`config.mk`:
```
export PLATFORM = sky130hd
export DESIGN_NAME = vga_arbiter_response_router
export DESIGN_NICKNAME = d
export VERILOG_FILES = /design/src/rtl/vga_arbiter_pkg.sv /design/src/rtl/vga_arbiter_response_slot.sv /design/src/rtl/vga_arbiter_response_router.sv
export SDC_FILE = /design/constraint.sdc
export NUM_CORES = 1
export LEC_CHECK = 0
export CAP_MARGIN = 15
export CORE_MARGIN = 4
export CORE_UTILIZATION = 36
export DETAILED_ROUTE_END_ITERATION = 12
export PLACE_DENSITY = 0.75
export SLEW_MARGIN = 30
export SYNTH_ARGS = -nofsm -noshare
export SYNTH_HDL_FRONTEND = slang
export SYNTH_SLANG_ARGS = --single-unit
export TNS_END_PERCENT = 100
```
`constraint.sdc`:
```
create_clock -name iCLOCK -period 2.42 [get_ports iCLOCK]
set_input_delay 0.242 -clock iCLOCK [delete_from_list [all_inputs] [get_ports iCLOCK]]
set_output_delay 0.242 -clock iCLOCK [all_outputs]
set_load 0.005 [all_outputs]
```
`src/rtl/vga_arbiter_pkg.sv`:
```
// Shared definitions for the VGA arbiter: client flag encoding, default data
// width and the response-side beat classification.
package vga_arbiter_pkg;

    localparam logic VGA_ARB_FLAG_DISP = 1'b0;
    localparam logic VGA_ARB_FLAG_BUS  = 1'b1;
    localparam int   VGA_ARB_DW        = 32;

    typedef enum logic [1:0] {
        BEAT_IDLE,
        BEAT_ORPHAN,
        BEAT_STALE,
        BEAT_ROUTE
    } beat_class_e;

    // A flush on the beat cycle makes the head tag stale even if it still reads valid.
    function automatic beat_class_e classify_beat(input logic mem_valid,
                                                  input logic q_empty,
                                                  input logic q_valid,
                                                  input logic flush);
        beat_class_e cls;
        if (!mem_valid)
            cls = BEAT_IDLE;
        else if (q_empty)
            cls = BEAT_ORPHAN;
        else if (!q_valid || flush)
            cls = BEAT_STALE;
        else
            cls = BEAT_ROUTE;
        return cls;
    endfunction

endpackage

```
`src/rtl/vga_arbiter_response_slot.sv`:
```
// One-entry output slot for a read-data client: holds a beat until the
// client is no longer busy. Free when empty or being drained this cycle.
module vga_arbiter_response_slot #(
    parameter int DW = 32
) (
    input  logic          iCLOCK,
    input  logic          inRESET,
    input  logic          sync_reset,
    input  logic          flush,
    input  logic          load,
    input  logic [DW-1:0] load_data,
    input  logic          busy,
    output logic          valid,
    output logic [DW-1:0] data,
    output logic          free
);

    assign free = !valid || !busy;

    // NOTE: sequential state uses non-blocking assignments so every flop samples pre-edge values.
    always_ff @(posedge iCLOCK or negedge inRESET) begin
        if (!inRESET)
            valid <= 1'b0;
        else if (sync_reset || flush)
            valid <= 1'b0;
        else if (load)
            valid <= 1'b1;
        else if (!busy)
            valid <= 1'b0;
    end

    // NOTE: the data register is deliberately not reset; valid alone qualifies it.
    always_ff @(posedge iCLOCK) begin
        if (load)
            data <= load_data;
    end

endmodule

```
`src/rtl/vga_arbiter_response_router.sv`:
```
// Read side of the arbiter's tag matching queue: pops one tag per SDRAM
// read beat and steers the beat to the display or CPU bus slot.
module vga_arbiter_response_router
    import vga_arbiter_pkg::*;
#(
    parameter int DW = VGA_ARB_DW,
    parameter int FN = 1,
    parameter int CW = 8
) (
    input  logic          iCLOCK,
    input  logic          inRESET,
    input  logic          iRESET_SYNC,
    input  logic          iFLASH,
    output logic          oQ_RD_REQ,
    input  logic          iQ_RD_VALID,
    input  logic [FN-1:0] iQ_RD_FLAG,
    input  logic          iQ_RD_EMPTY,
    input  logic          iMEM_VALID,
    input  logic [DW-1:0] iMEM_DATA,
    output logic          oMEM_BUSY,
    output logic          oDISP_VALID,
    output logic [DW-1:0] oDISP_DATA,
    input  logic          iDISP_BUSY,
    output logic          oBUS_VALID,
    output logic [DW-1:0] oBUS_DATA,
    input  logic          iBUS_BUSY,
    output logic          oERR_ORPHAN,
    output logic [CW-1:0] oDISCARD_CNT
);

    beat_class_e beat_class;
    logic        target;
    logic        target_free;
    logic        disp_free;
    logic        bus_free;
    logic        active;
    logic        accept;
    logic        load_disp;
    logic        load_bus;

    assign target = iQ_RD_FLAG[0];
    assign active = inRESET && !iRESET_SYNC;

    // NOTE: every signal written in always_comb gets a default first, so no latch can be inferred.
    always_comb begin
        beat_class  = classify_beat(iMEM_VALID, iQ_RD_EMPTY, iQ_RD_VALID, iFLASH);
        target_free = disp_free;
        if (target == VGA_ARB_FLAG_BUS)
            target_free = bus_free;
    end

    // Only a routable beat can stall; stale and orphan beats are always swallowed.
    assign oMEM_BUSY = (beat_class == BEAT_ROUTE) && !target_free;
    assign accept    = active && iMEM_VALID && !oMEM_BUSY;
    assign oQ_RD_REQ = accept && !iQ_RD_EMPTY;
    assign load_disp = accept && (beat_class == BEAT_ROUTE) && (target == VGA_ARB_FLAG_DISP);
    assign load_bus  = accept && (beat_class == BEAT_ROUTE) && (target == VGA_ARB_FLAG_BUS);

    vga_arbiter_response_slot #(.DW(DW)) u_disp_slot (
        .iCLOCK     (iCLOCK),
        .inRESET    (inRESET),
        .sync_reset (iRESET_SYNC),
        .flush      (iFLASH),
        .load       (load_disp),
        .load_data  (iMEM_DATA),
        .busy       (iDISP_BUSY),
        .valid      (oDISP_VALID),
        .data       (oDISP_DATA),
        .free       (disp_free)
    );

    vga_arbiter_response_slot #(.DW(DW)) u_bus_slot (
        .iCLOCK     (iCLOCK),
        .inRESET    (inRESET),
        .sync_reset (iRESET_SYNC),
        .flush      (iFLASH),
        .load       (load_bus),
        .load_data  (iMEM_DATA),
        .busy       (iBUS_BUSY),
        .valid      (oBUS_VALID),
        .data       (oBUS_DATA),
        .free       (bus_free)
    );

    always_ff @(posedge iCLOCK or negedge inRESET) begin
        if (!inRESET) begin
            oERR_ORPHAN  <= 1'b0;
            oDISCARD_CNT <= '0;
        end else if (iRESET_SYNC) begin
            oERR_ORPHAN  <= 1'b0;
            oDISCARD_CNT <= '0;
        end else begin
            if (beat_class == BEAT_ORPHAN)
                oERR_ORPHAN <= 1'b1;
            if (accept && (beat_class == BEAT_STALE) && (oDISCARD_CNT != '1))
                oDISCARD_CNT <= oDISCARD_CNT + CW'(1);
        end
    end

endmodule

```
# Word-level counts from Yosys, hierarchy flattened
# Cells that the tools add are included.
[op_classes]
n_addsub = 1
n_eq_ne = 6
n_mux = 14
bitwise = 1
reduce_logical = 25
[ops]
columns = ["op", "count"]
rows = [
  ["8-bit 2-to-1 mux", 2],
  ["1-bit logical AND", 10],
  ["1-bit 2-to-1 mux", 10],
  ["1-bit zero test", 9],
  ["8-bit by 1-bit adder with 8-bit output, second input constant", 1],
  ["8-bit inequality test, second input constant", 1],
  ["3-bit by 1-bit inequality test with 1-bit output, second input constant", 2],
  ["2-bit == test, second input constant", 2],
  ["1-bit logical OR", 4],
  ["2-bit 2-to-1 mux", 2],
  ["2-bit nonzero test", 2],
  ["2-bit by 1-bit == test with 1-bit output, second input constant", 1],
  ["1-bit inverter", 1],
]
[word_totals]
ff_bits = 75
inputBits = 42
output_inout_bits = 77
wordCells = 53

# Logic depth before layout (Yosys ltp)
# Gate-level depths: netlist (run 1).
[logic_depth]
depth_word = 13
mapped_depth = 6

# Hierarchy
# Synthesis (run 1) repeated with hierarchy kept, for this count alone.
[unflattened]
cells_unflattened = 133
hier_area_um2 = 2600.0
[modules_own_cells]
columns = ["module", "n_inst", "cells_per_inst", "area_each_um2", "seq_area_each_um2"]
rows = [
  ["vga_arbiter_response_slot", 2, 36, 1004.7, 985.9],
  ["vga_arbiter_response_router", 1, 61, 590.6, 225.2],
]

# Least setup slack after synthesis (run 1)
# OpenSTA, ideal clock, no wires.
[synth_path]
kind = "input port to flip-flop"
startpoint = "in iQ_RD_EMPTY"
endpoint = "reg u_disp_slot.data[0], enable pin"
arrival_ps = 2260
required_time_ps = 1988
setup_slack_ps = -272
cell_stages = 3
path_buffers = 0
cell_sequence = "and4bb_2 -> nand3b_1 -> a21oi_1"
[synth_via]
elab_chain_len = 8
[synth_lines]
columns = ["item", "line", "source"]
rows = [
  ["from (decl)", "vga_arbiter_response_router.sv:17", "input logic iQ_RD_EMPTY,"],
  ["2-bit 2-to-1 mux *", "vga_arbiter_pkg.sv:24", "else if (q_empty)"],
  ["2-bit 2-to-1 mux *", "vga_arbiter_pkg.sv:22", "if (!mem_valid)"],
  ["2-bit == test *", "vga_arbiter_response_router.sv:53, vga_arbiter_response_router.sv:56", ""],
  ["1-bit logical AND", "vga_arbiter_response_router.sv:53", "assign oMEM_BUSY = (beat_class == BEAT_ROUTE) && !target_free;"],
  ["1-bit zero test", "vga_arbiter_response_router.sv:54", "assign accept = active && iMEM_VALID && !oMEM_BUSY;"],
  ["1-bit logical AND", "vga_arbiter_response_router.sv:54", ""],
  ["1-bit logical AND * (2 in series)", "vga_arbiter_response_router.sv:56", "assign load_disp = accept && (beat_class == BEAT_ROUTE) && (target == VGA_ARB_FLAG_DISP);"],
  ["via load_disp", "vga_arbiter_response_router.sv:38", "logic load_disp;"],
  ["to (signal assigned)", "vga_arbiter_response_slot.sv:35", "data <= load_data;"],
  ["to (decl)", "vga_arbiter_response_slot.sv:14", "output logic [DW-1:0] data,"],
]
# The timed path passes the listed nets; every way through them passes the cells marked *.
# A chain may end at the register's enable or synchronous reset.

# Worst setup path in the final report (run 1)
[layout_path]
startpoint = "reg u_bus_slot.valid"
endpoint = "out oQ_RD_REQ"
[layout_via]
elab_chain_len = 8
[layout_lines]
columns = ["item", "line", "source"]
rows = [
  ["from (decl)", "vga_arbiter_response_slot.sv:13", "output logic valid,"],
  ["from (signal assigned)", "vga_arbiter_response_slot.sv:23", "valid <= 1'b0;"],
  ["from (signal assigned)", "vga_arbiter_response_slot.sv:25", "valid <= 1'b0;"],
  ["from (signal assigned)", "vga_arbiter_response_slot.sv:27", "valid <= 1'b1;"],
  ["1-bit zero test", "vga_arbiter_response_slot.sv:18", "assign free = !valid || !busy;"],
  ["1-bit logical OR", "vga_arbiter_response_slot.sv:18", ""],
  ["1-bit 2-to-1 mux", "vga_arbiter_response_router.sv:48", "if (target == VGA_ARB_FLAG_BUS)"],
  ["1-bit zero test", "vga_arbiter_response_router.sv:53", ""],
  ["1-bit logical AND", "vga_arbiter_response_router.sv:53", ""],
  ["1-bit zero test", "vga_arbiter_response_router.sv:54", ""],
  ["1-bit logical AND", "vga_arbiter_response_router.sv:54", ""],
  ["1-bit logical AND", "vga_arbiter_response_router.sv:55", "assign oQ_RD_REQ = accept && !iQ_RD_EMPTY;"],
  ["to (decl)", "vga_arbiter_response_router.sv:14", "output logic oQ_RD_REQ,"],
]
# No other way between the ends.

==> results of run 1 <==
==> critical path, cell delays in order, from the launching register on <==
cell,delay [ps]
dfrtp_1,440
nand3_1,100
o21ai_0,80
and4b_1,230
nor2b_1,110
clkdlybuf4s50_1,520
==> registers in the layout, indices dropped and copies added, names as in the netlist <==
signal / flops
u_bus_slot.valid: 1
u_disp_slot.valid: 1
oERR_ORPHAN: 1
u_bus_slot.data: 32
oDISCARD_CNT: 8
u_disp_slot.data: 32
==> per-layer routing <==
metal	global-route usage	share of wire
met2	0.238	0.50
met1	0.158	0.40
met5	0	0
met3	0.0597	0.082
met4	0.0452	0.011
==> per-stage QoR <==
step	power, W	setup WS, ps	util	hold WS, ps	instances
finish	0.00240	363	0.598	231	358
global placement	0.00156	403	0.571	496	342
floorplan	0.00146	435	-	-53.6	126
detailed placement	0.00156	349	0.571	506	342
CTS	0.00243	335	0.598	225	358
global route	0.00251	224	0.598	224	358
==> logic make-up (layout without fill, tap and decap cells) <==
group | after synthesis | after routing | synth area share
flops | 75 | 75 | 0.874
mux | 2 | 2 | 0.00796
xor+xnor | 1 | 1 | 0.00348
buf+inv | 5 | 141 | 0.0104
fa+ha+maj | 1 | 1 | 0.00497
simple gates | 25 | 25 | 0.0547
compound gates | 17 | 17 | 0.0448
==> power breakdown <==
| group | total (W) | internal, W | switching (W) |
|---|---|---|---|
| Clock | 0.000873 | 0.000388 | 0.000486 |
| Combinational | 0.000118 | 0.0000788 | 0.0000392 |
| Sequential | 0.00141 | 0.00141 | 0.00000322 |
| Total | 0.00240 | 0.00188 | 0.000528 |
==> final timing paths <==
| check | startpoint | end | slack (ps) | cells after the start |
|---|---|---|---|---|
| min | inRESET | oDISCARD_CNT[7]$_DFFE_PN0P_ | 230 | 2 |
| max | u_bus_slot.valid$_DFFE_PN0P_ | oQ_RD_REQ | 360 | 5 |
| max reg2reg | oDISCARD_CNT[0]$_DFFE_PN0P_ | oDISCARD_CNT[7]$_DFFE_PN0P_ | 580 | 5 |
| min reg2reg | oERR_ORPHAN$_DFFE_PN0P_ | oERR_ORPHAN$_DFFE_PN0P_ | 520 | 2 |
| max in group asynchronous | inRESET | oDISCARD_CNT[2]$_DFFE_PN0P_ | 2030 | 2 |
| min in group iCLOCK | iMEM_DATA[0] | u_disp_slot.data[0]$_DFFE_PP_ | 490 | 1 |
==> synth_stat cells, drive strengths merged, types with 2 or more instances <==
| master | number | area share |
|---|---|---|
| edfxtp | 64 | 0.76 |
| dfrtp | 11 | 0.11 |
| a21oi | 7 | 0.014 |
| nand3 | 6 | 0.012 |
| nand2 | 5 | 0.0075 |
| nor2 | 5 | 0.0075 |
| inv | 3 | 0.0045 |
| o21ai | 3 | 0.0060 |
| a211oi | 2 | 0.0060 |
| mux2i | 2 | 0.0080 |
| o31ai | 2 | 0.0060 |
| or3 | 2 | 0.0050 |
| or4 | 2 | 0.0060 |
==> cell type report <==
class,count,area (µm²),area share
multi-input cells,46,314,0.0773
repair buffers,122,1240,0.304
flip-flops and latches,75,2200,0.541
inverters,3,11.3,0.00277
clock buffers,9,124,0.0305
well taps,96,120,0.0296
clock inverters,7,60.1,0.0148
==> metrics, run 1 <==
final worst-path cycle share 0.850; Post-synth EDFFs 64; PD cells 592 mW/mm²; H-Tree Depth 3; Root Buffer clkbuf_8; Critical Path AT 1810 ps; CP Max Fanout 4; CP Launch Type flip-flop; fin nets 300; Synth Warn # 0; Antenna Cells 0; die width 91.6 µm; fillers 537; Hold Buf Count CTS 0; initial DRC count 90; Max Freq 0.486 GHz; die area 0.00839 mm²; Mapped Cells 126; Initial Util 0.370; vias in the first global route 1,702; commonest non-fill, non-tap cell in the layout clkdlybuf4s50_1; via count 1,634; Leakage 1.38 nW; TNS Setup 0 ps; type of the worst setup path reg2out; # port buffers 118; Avg WL per Cell 16.1 µm; vias per inst 4.56; CTS tree built; CP Data Required Time 2180 ps; Layout area overhead 61.5%; Clock transition at path regs 90 ps; actual slew at the worst max-slew pin 612 ps; HPWL Detailed 4190 µm; largest net degree at the start of global routing 33; global-route wire length before repair 8980 µm; DP Area 0.00388 mm²; RSZ-0062 raised after global routing false; Max Cap Violations 0; Unique masters post-synth 26; # setup viols final 0; Syn Nets 169; PostCTS Resize Cnt 0; count of final hold-check violations 0; Mean Syn Cell Area 20.0 µm²; CP endpoint kind primary output; skew final 13.1 ps; total routed wirelength 5760 µm; sequential element share of the synthesized area 0.874; worst rel slew slack 0.592; Post-synth top flop edfxtp_1; Core Box Area 0.00679 mm²; max-slew violations 0; Hold Crit Class in2async; outcome complete, no violations; register bit count reported by yosys 75; Die Ht 91.6 µm; initial antenna violation count 0; antenna-violating nets left 0; VDD IR-drop max 0.234 mV; minimum clock period 2060 ps; Final GP Congestion 0.829; CTS buffer count 9; Clock Path Buffers 2; Mapped Area 0.00251 mm²; clock latency on the worst-skew pair 340 ps; share of post-route cells with drive strength above 1 0.0916; Post CTS Setup Buffer Count 0; DRC 0; # rows 30; fin area 0.00406 mm²; router iterations before antenna repair 5; commonest cells after routing, fill and taps aside clkdlybuf4s50_1 (118), edfxtp_1 (64), dfrtp_1 (11); Async S/R FF share, synth 0.147; CTS Sinks 75; GRT Total Usage 0.140; Top Ports 119; total grt overflow 0
(Power assumes the default switching activity.)
==> run 2: changes to the inputs <==
- clock period: 2.42 -> 1.7 ns (I/O delays scaled with it)
==> run 2 against run 1 <==
Against the previous run: sequential cell count stayed put; die area stayed put; count of clock-buffer cells in the layout stayed put; clock skew is 2.9 ps lower; global-route usage is 0.20 points higher; sequential share of layout area is 1.8 points lower; combinational power is 56% higher; non-clock buffer count is 16 higher; first-iteration DRC count is 43% lower; total power is 45% higher; hold slack worse by 62 ps; critical path depth is 1 higher; largest cell class unchanged; largest power group unchanged.
==> metrics, run 2 (same netlist as run 1, synthesis figures left out) <==
worst hold slack 169 ps (-62.3 ps); Leakage 1.48 nW (+7.0%); DP Area 0.00400 mm² (+3.2%); initial DRC count 51 (-43%); count of final hold-check violations 0 (unchanged); Final GP Congestion 0.817 (-1.4%); vias in the first global route 1,780 (+4.6%); dpl cells 357 (+4.4%); Antenna Cells 0 (unchanged); commonest non-fill, non-tap cell in the layout clkdlybuf4s50_1; Root Buffer clkbuf_8; worst reg2reg path depth 6 (+1); actual slew at the worst max-slew pin 269 ps (-343 ps); worst rel slew slack 0.818 (+0.227); Top Ports 119 (unchanged); P_sw 0.000691 W (+31%); internal power 0.00280 W (+49%); VDD IR-drop max 0.337 mV (+44%); final worst-path cycle share 0.941; CP endpoint kind flip-flop; CP Launch Type flip-flop; Core Box Area 0.00679 mm² (unchanged); CTS Sinks 75 (unchanged); router iterations before antenna repair 4 (-1); Die Ht 91.6 µm (unchanged); Worst Setup EP oDISCARD_CNT[4]$_DFFE_PN0P_; DRC 0 (unchanged); Clock Power Share 0.372 (+0.009); RSZ-0062 raised after global routing false; Hold Crit Class in2async; Max Cap Violations 0 (unchanged); Avg WL per Cell 15.5 µm (-3.7%); CTS tree built; total grt overflow 0 (unchanged); share of post-route cells with drive strength above 1 0.147 (+0.0559); # setup viols final 0 (unchanged); CP Max Fanout 6 (+2); via count 1,687 (+3.2%); skew final 10.2 ps (-2.92 ps); Initial Util 0.370 (unchanged); fin area 0.00420 mm² (+3.4%); max-slew violations 0 (unchanged); Max Freq 0.625 GHz; sequential share of power 0.576 (-0.012); minimum clock period 1600 ps; # rows 30 (unchanged); Layout area overhead 67.0%; Largest regs u_bus_slot.data (32), u_disp_slot.data (32), oDISCARD_CNT (8); CP Data Required Time 1960 ps (-220 ps); HPWL Detailed 4370 µm (+4.2%); final std cells w/o fill 374 (+4.5%); Hold Buf Count CTS 0 (unchanged); Clock Path Buffers 2 (unchanged); Switching Share 0.198 (-0.0220); initial antenna violation count 0 (unchanged); worst r2r src oDISCARD_CNT[1]$_DFFE_PN0P_; total routed wirelength 5800 µm (+0.62%); CTS buffer count 9 (unchanged); clock latency on the worst-skew pair 340 ps (about the same); H-Tree Depth 3 (unchanged); PD cells 832 mW/mm² (+41%); post-layout util 0.618 (+0.0203); commonest cells after routing, fill and taps aside clkdlybuf4s50_1 (116), edfxtp_1 (64), buf_4 (17); global-route wire length before repair 8960 µm (-0.30%); Gate power share 0.053 (+0.004); die area 0.00839 mm² (unchanged); reg-to-reg slack, setup 100 ps (-480 ps); largest net degree at the start of global routing 33 (unchanged); GRT Total Usage 0.142 (+0.00198); # port buffers 118 (unchanged); outcome complete, no violations; die width 91.6 µm (unchanged); antenna-violating nets left 0 (unchanged); fin nets 316 (+5.3%); Critical Path Start oDISCARD_CNT[1]$_DFFE_PN0P_; vias per inst 4.51 (-1.2%); type of the worst setup path reg2reg; Critical Path AT 1860 ps (+50 ps); Clock transition at path regs 80 ps (about the same); RR Endpoint oDISCARD_CNT[4]$_DFFE_PN0P_
-- run 2: changes by cell type in the layout (fill, tap and decap cells not counted), sizes merged --
cell           previous run  this run
clkdlybuf4s50           118       116
dlygate4sd2               0         1
bufinv                    0         1
clkbuf                    9        10
clkinv                    1         3
buf                       4        20
inv                       6         4
clkinvlp                  3         2
-- run 2: worst min-delay path by stage --
stage / slack, ps / end / from
2_1_floorplan: -130 / oDISCARD_CNT[0]$_DFFE_PN0P_ / inRESET
3_3_place_gp: 490 / oERR_ORPHAN$_DFFE_PN0P_ / oERR_ORPHAN$_DFFE_PN0P_
3_5_place_dp: 500 / oERR_ORPHAN$_DFFE_PN0P_ / oERR_ORPHAN$_DFFE_PN0P_
4_1_cts: 180 / oERR_ORPHAN$_DFFE_PN0P_ / inRESET
5_1_grt: 170 / oERR_ORPHAN$_DFFE_PN0P_ / inRESET
6_report: 170 / oERR_ORPHAN$_DFFE_PN0P_ / inRESET
-- run 2: worst max-delay path, stage by stage (launching register included) --
cell and delay [ps]:
dfrtp_1 420, ha_1 210, nand3_1 100, o221ai_2 130, buf_4 180, or3_1 350
a21oi_1 130
-- run 2: layout make-up --
class | count | area, µm²
well taps | 96 | 120
clock buffers | 9 | 124
multi-input cells | 46 | 318
flip-flops and latches | 75 | 2200
fillers | 512 | 2590
inverters | 3 | 11.3
clock inverters | 7 | 67.6
repair buffers | 138 | 1360
-- run 2: what timing repair did --
action                                  in CTS  in global routing
setup buffers                                1                  0
endpoints found under the setup margin       2                  2
gates resized for setup                      4                  2
pin swaps                                    1                  0
-- run 2: metal layers --
layer  part of all wire  global-route usage  up-vias
met2               0.52               0.250       83
li1                   -                   -      791
met4              0.019              0.0616        0
met5                  0                   0        -
met1               0.37               0.149      801
met3              0.093              0.0555       12
-- run 2: per-stage QoR --
step                      total power, W  setup WS [ps]  setup TNS [ps]
after floorplan                  0.00207           90.9               0
after global placement           0.00223           -110           -6990
after detailed placement         0.00224           -140           -8480
after CTS                        0.00355           15.2               0
after global routing             0.00365           6.73               0
final                            0.00350            100               0
-- run 2: power groups by stage --
stage | combinational, W | sequential (W) | clock [W]
after floorplan | 0.0000173 | 0.00206 | 0
after global placement | 0.000179 | 0.00205 | 0
after detailed placement | 0.000186 | 0.00205 | 0
after CTS | 0.000186 | 0.00201 | 0.00135
after global routing | 0.000196 | 0.00201 | 0.00144
final | 0.000184 | 0.00201 | 0.00130
==> run 3: changes to the inputs <==
- GPL_TIMING_DRIVEN: default -> 0
==> run 3 against run 2 <==
Against the previous run: hold slack gained 140 ps; critical path depth did not move; count of clock-buffer cells in the layout stayed put; utilization decreased by 0.52 points; cell area fell by 0.83%; via count shrank 1.4%; sequential share of layout area grew 0.47 points; fmax about the same; clock power fell by 4%; combinational power down 8%; clock skew decreased by 3.1 ps; largest power group unchanged; highest routed layer unchanged.
==> metrics, run 3 (same netlist as run 1, synthesis figures left out) <==
Gate power share 0.049 (-0.004); CP Data Required Time 1530 ps (-430 ps); Largest regs u_bus_slot.data (32), u_disp_slot.data (32), oDISCARD_CNT (8); Clock Path Buffers 2 (unchanged); initial DRC count 62 (+22%); internal power 0.00267 W (-4.7%); initial antenna violation count 0 (unchanged); Layout area overhead 65.6%; Critical Path AT 1430 ps (-430 ps); VDD IR-drop max 0.370 mV (+9.8%); Hold Crit Class in2reg; Max Cap Violations 0 (unchanged); Initial Util 0.370 (unchanged); router iterations before antenna repair 4 (unchanged); CTS buffer count 9 (unchanged); final worst slack 101 ps (+0.367 ps); Antenna Cells 0 (unchanged); H-Tree Depth 3 (unchanged); Critical Path Start u_bus_slot.valid$_DFFE_PN0P_; largest net degree at the start of global routing 20 (-39%); GRT Total Usage 0.143 (+0.00104); HPWL Detailed 4320 µm (-1.3%); global-route wire length before repair 9150 µm (+2.2%); # rows 30 (unchanged); worst rel slew slack 0.656 (-0.162); vias per inst 4.54 (+0.73%); CTS tree built; DP Worst Slack -965 ps (-825 ps); crit-path cells nand3_1, o21ai_1, and4b_1, buf_4, nor2b_1, buf_2; Max Freq 0.625 GHz (about the same); P_sw 0.000761 W (+10%); via count 1,663 (-1.4%); fin nets 308 (-2.5%); clock latency on the worst-skew pair 340 ps (about the same); vias in the first global route 1,780 (unchanged); commonest non-fill, non-tap cell in the layout clkdlybuf4s50_1; Core Box Area 0.00679 mm² (unchanged); Die Ht 91.6 µm (unchanged); Root Buffer clkbuf_8; Leakage 1.44 nW (-2.7%); actual slew at the worst max-slew pin 514 ps (+245 ps); CTS Sinks 75 (unchanged); minimum clock period 1600 ps (-0.367 ps); count of final hold-check violations 0 (unchanged); commonest cells after routing, fill and taps aside clkdlybuf4s50_1 (114), edfxtp_1 (64), dfrtp_1 (10); # setup viols final 0 (unchanged); Avg WL per Cell 16.0 µm (+3.3%); PD cells 824 mW/mm² (-0.97%); die area 0.00839 mm² (unchanged); crit path buf inv count 2 (+1); CP Max Fanout 2 (-4); total routed wirelength 5860 µm (+1.1%); CP endpoint kind primary output; sequential share of power 0.586 (+0.010); type of the worst setup path reg2out; Clock transition at path regs 80 ps (about the same); # port buffers 118 (unchanged); dpl cells 342 (-4.2%); RSZ-0062 raised after global routing false; antenna-violating nets left 0 (unchanged); total grt overflow 0 (unchanged); Clock Power Share 0.365 (-0.007); DP Area 0.00389 mm² (-2.8%); Final GP Congestion 0.863 (+5.5%); Top delay family on crit path flip-flops; Hold Crit Start iDISP_BUSY; final worst-path cycle share 0.941 (about the same); die width 91.6 µm (unchanged); worst r2r src oDISCARD_CNT[0]$_DFFE_PN0P_; DRC 0 (unchanged); Switching Share 0.222 (+0.0240); outcome complete, no violations; max-slew violations 0 (unchanged); final std cells w/o fill 366 (-2.1%); CP Launch Type flip-flop; TNS Setup 0 ps (unchanged); Total Power 0.00343 W (-1.8%); Top Ports 119 (unchanged); Slowest Stage Delay on Critical Path 420 ps (about the same); skew final 7.10 ps (-3.13 ps); fin area 0.00417 mm² (-0.83%); slowest CP cell dfrtp_2; share of post-route cells with drive strength above 1 0.126 (-0.0216)
-- run 3: area by class of cell --
class | instances | area, µm²
sequential | 75 | 2200
tap | 96 | 120
clock inverter | 7 | 60.1
clock buffer | 9 | 124
fill | 509 | 2630
inverter | 3 | 11.3
multi-input combinational | 46 | 320
timing repair buffer | 128 | 1320
buffer | 2 | 15.0
-- run 3: worst reg2reg max path: stages, from the launching register on --
cell and delay (ps):
dfrtp_1 420, ha_2 230, nand3_1 90, o221ai_2 130, buf_6 170, or3_1 360
a21oi_2 120
-- run 3: power by group through the flow --
stage | registers (W) | clock network (W) | logic (W)
after floorplan | 0.00206 | 0 | 0.0000173
after global placement | 0.00205 | 0 | 0.000159
after detailed placement | 0.00205 | 0 | 0.000167
after CTS | 0.00201 | 0.00129 | 0.000169
after global routing | 0.00201 | 0.00137 | 0.000181
final | 0.00201 | 0.00125 | 0.000169
-- run 3: timing repair --
item	4_1_cts	5_1_grt
endpoints found under the setup margin	72	3
buffers inserted	5	2
resized for setup	10	2
endpoints found under the hold margin	11	0
gates cloned	0	0
pin swaps	1	0
hold buffers	1	0
-- run 3: path summary, 6_finish.rpt --
check | endpoint | slack [ps] | cells after the start
worst max-delay path | oQ_RD_REQ | 100 | 6
worst min-delay path | u_disp_slot.valid$_DFFE_PN0P_ | 310 | 3
worst max register to register | oDISCARD_CNT[4]$_DFFE_PN0P_ | 110 | 6
worst min register to register | oDISCARD_CNT[6]$_DFFE_PN0P_ | 520 | 1
max in group asynchronous | u_bus_slot.valid$_DFFE_PN0P_ | 870 | 2
min in group asynchronous | oDISCARD_CNT[0]$_DFFE_PN0P_ | 460 | 2
-- run 3: per-stage QoR --
step / hold WS (ps) / utilization
after floorplan: -126 / -
after CTS: 300 / 0.610
after global placement: 488 / 0.565
final: 310 / 0.613
after global routing: 332 / 0.613
after detailed placement: 508 / 0.573
-- run 3: per-layer routing --
| layer | part of all wire | GRT usage | vias to the layer above |
|---|---|---|---|
| li1 | - | - | 777 |
| met1 | 0.39 | 0.155 | 791 |
| met2 | 0.51 | 0.251 | 84 |
| met3 | 0.074 | 0.0464 | 11 |
| met4 | 0.021 | 0.0666 | 0 |
| met5 | 0 | 0 | - |
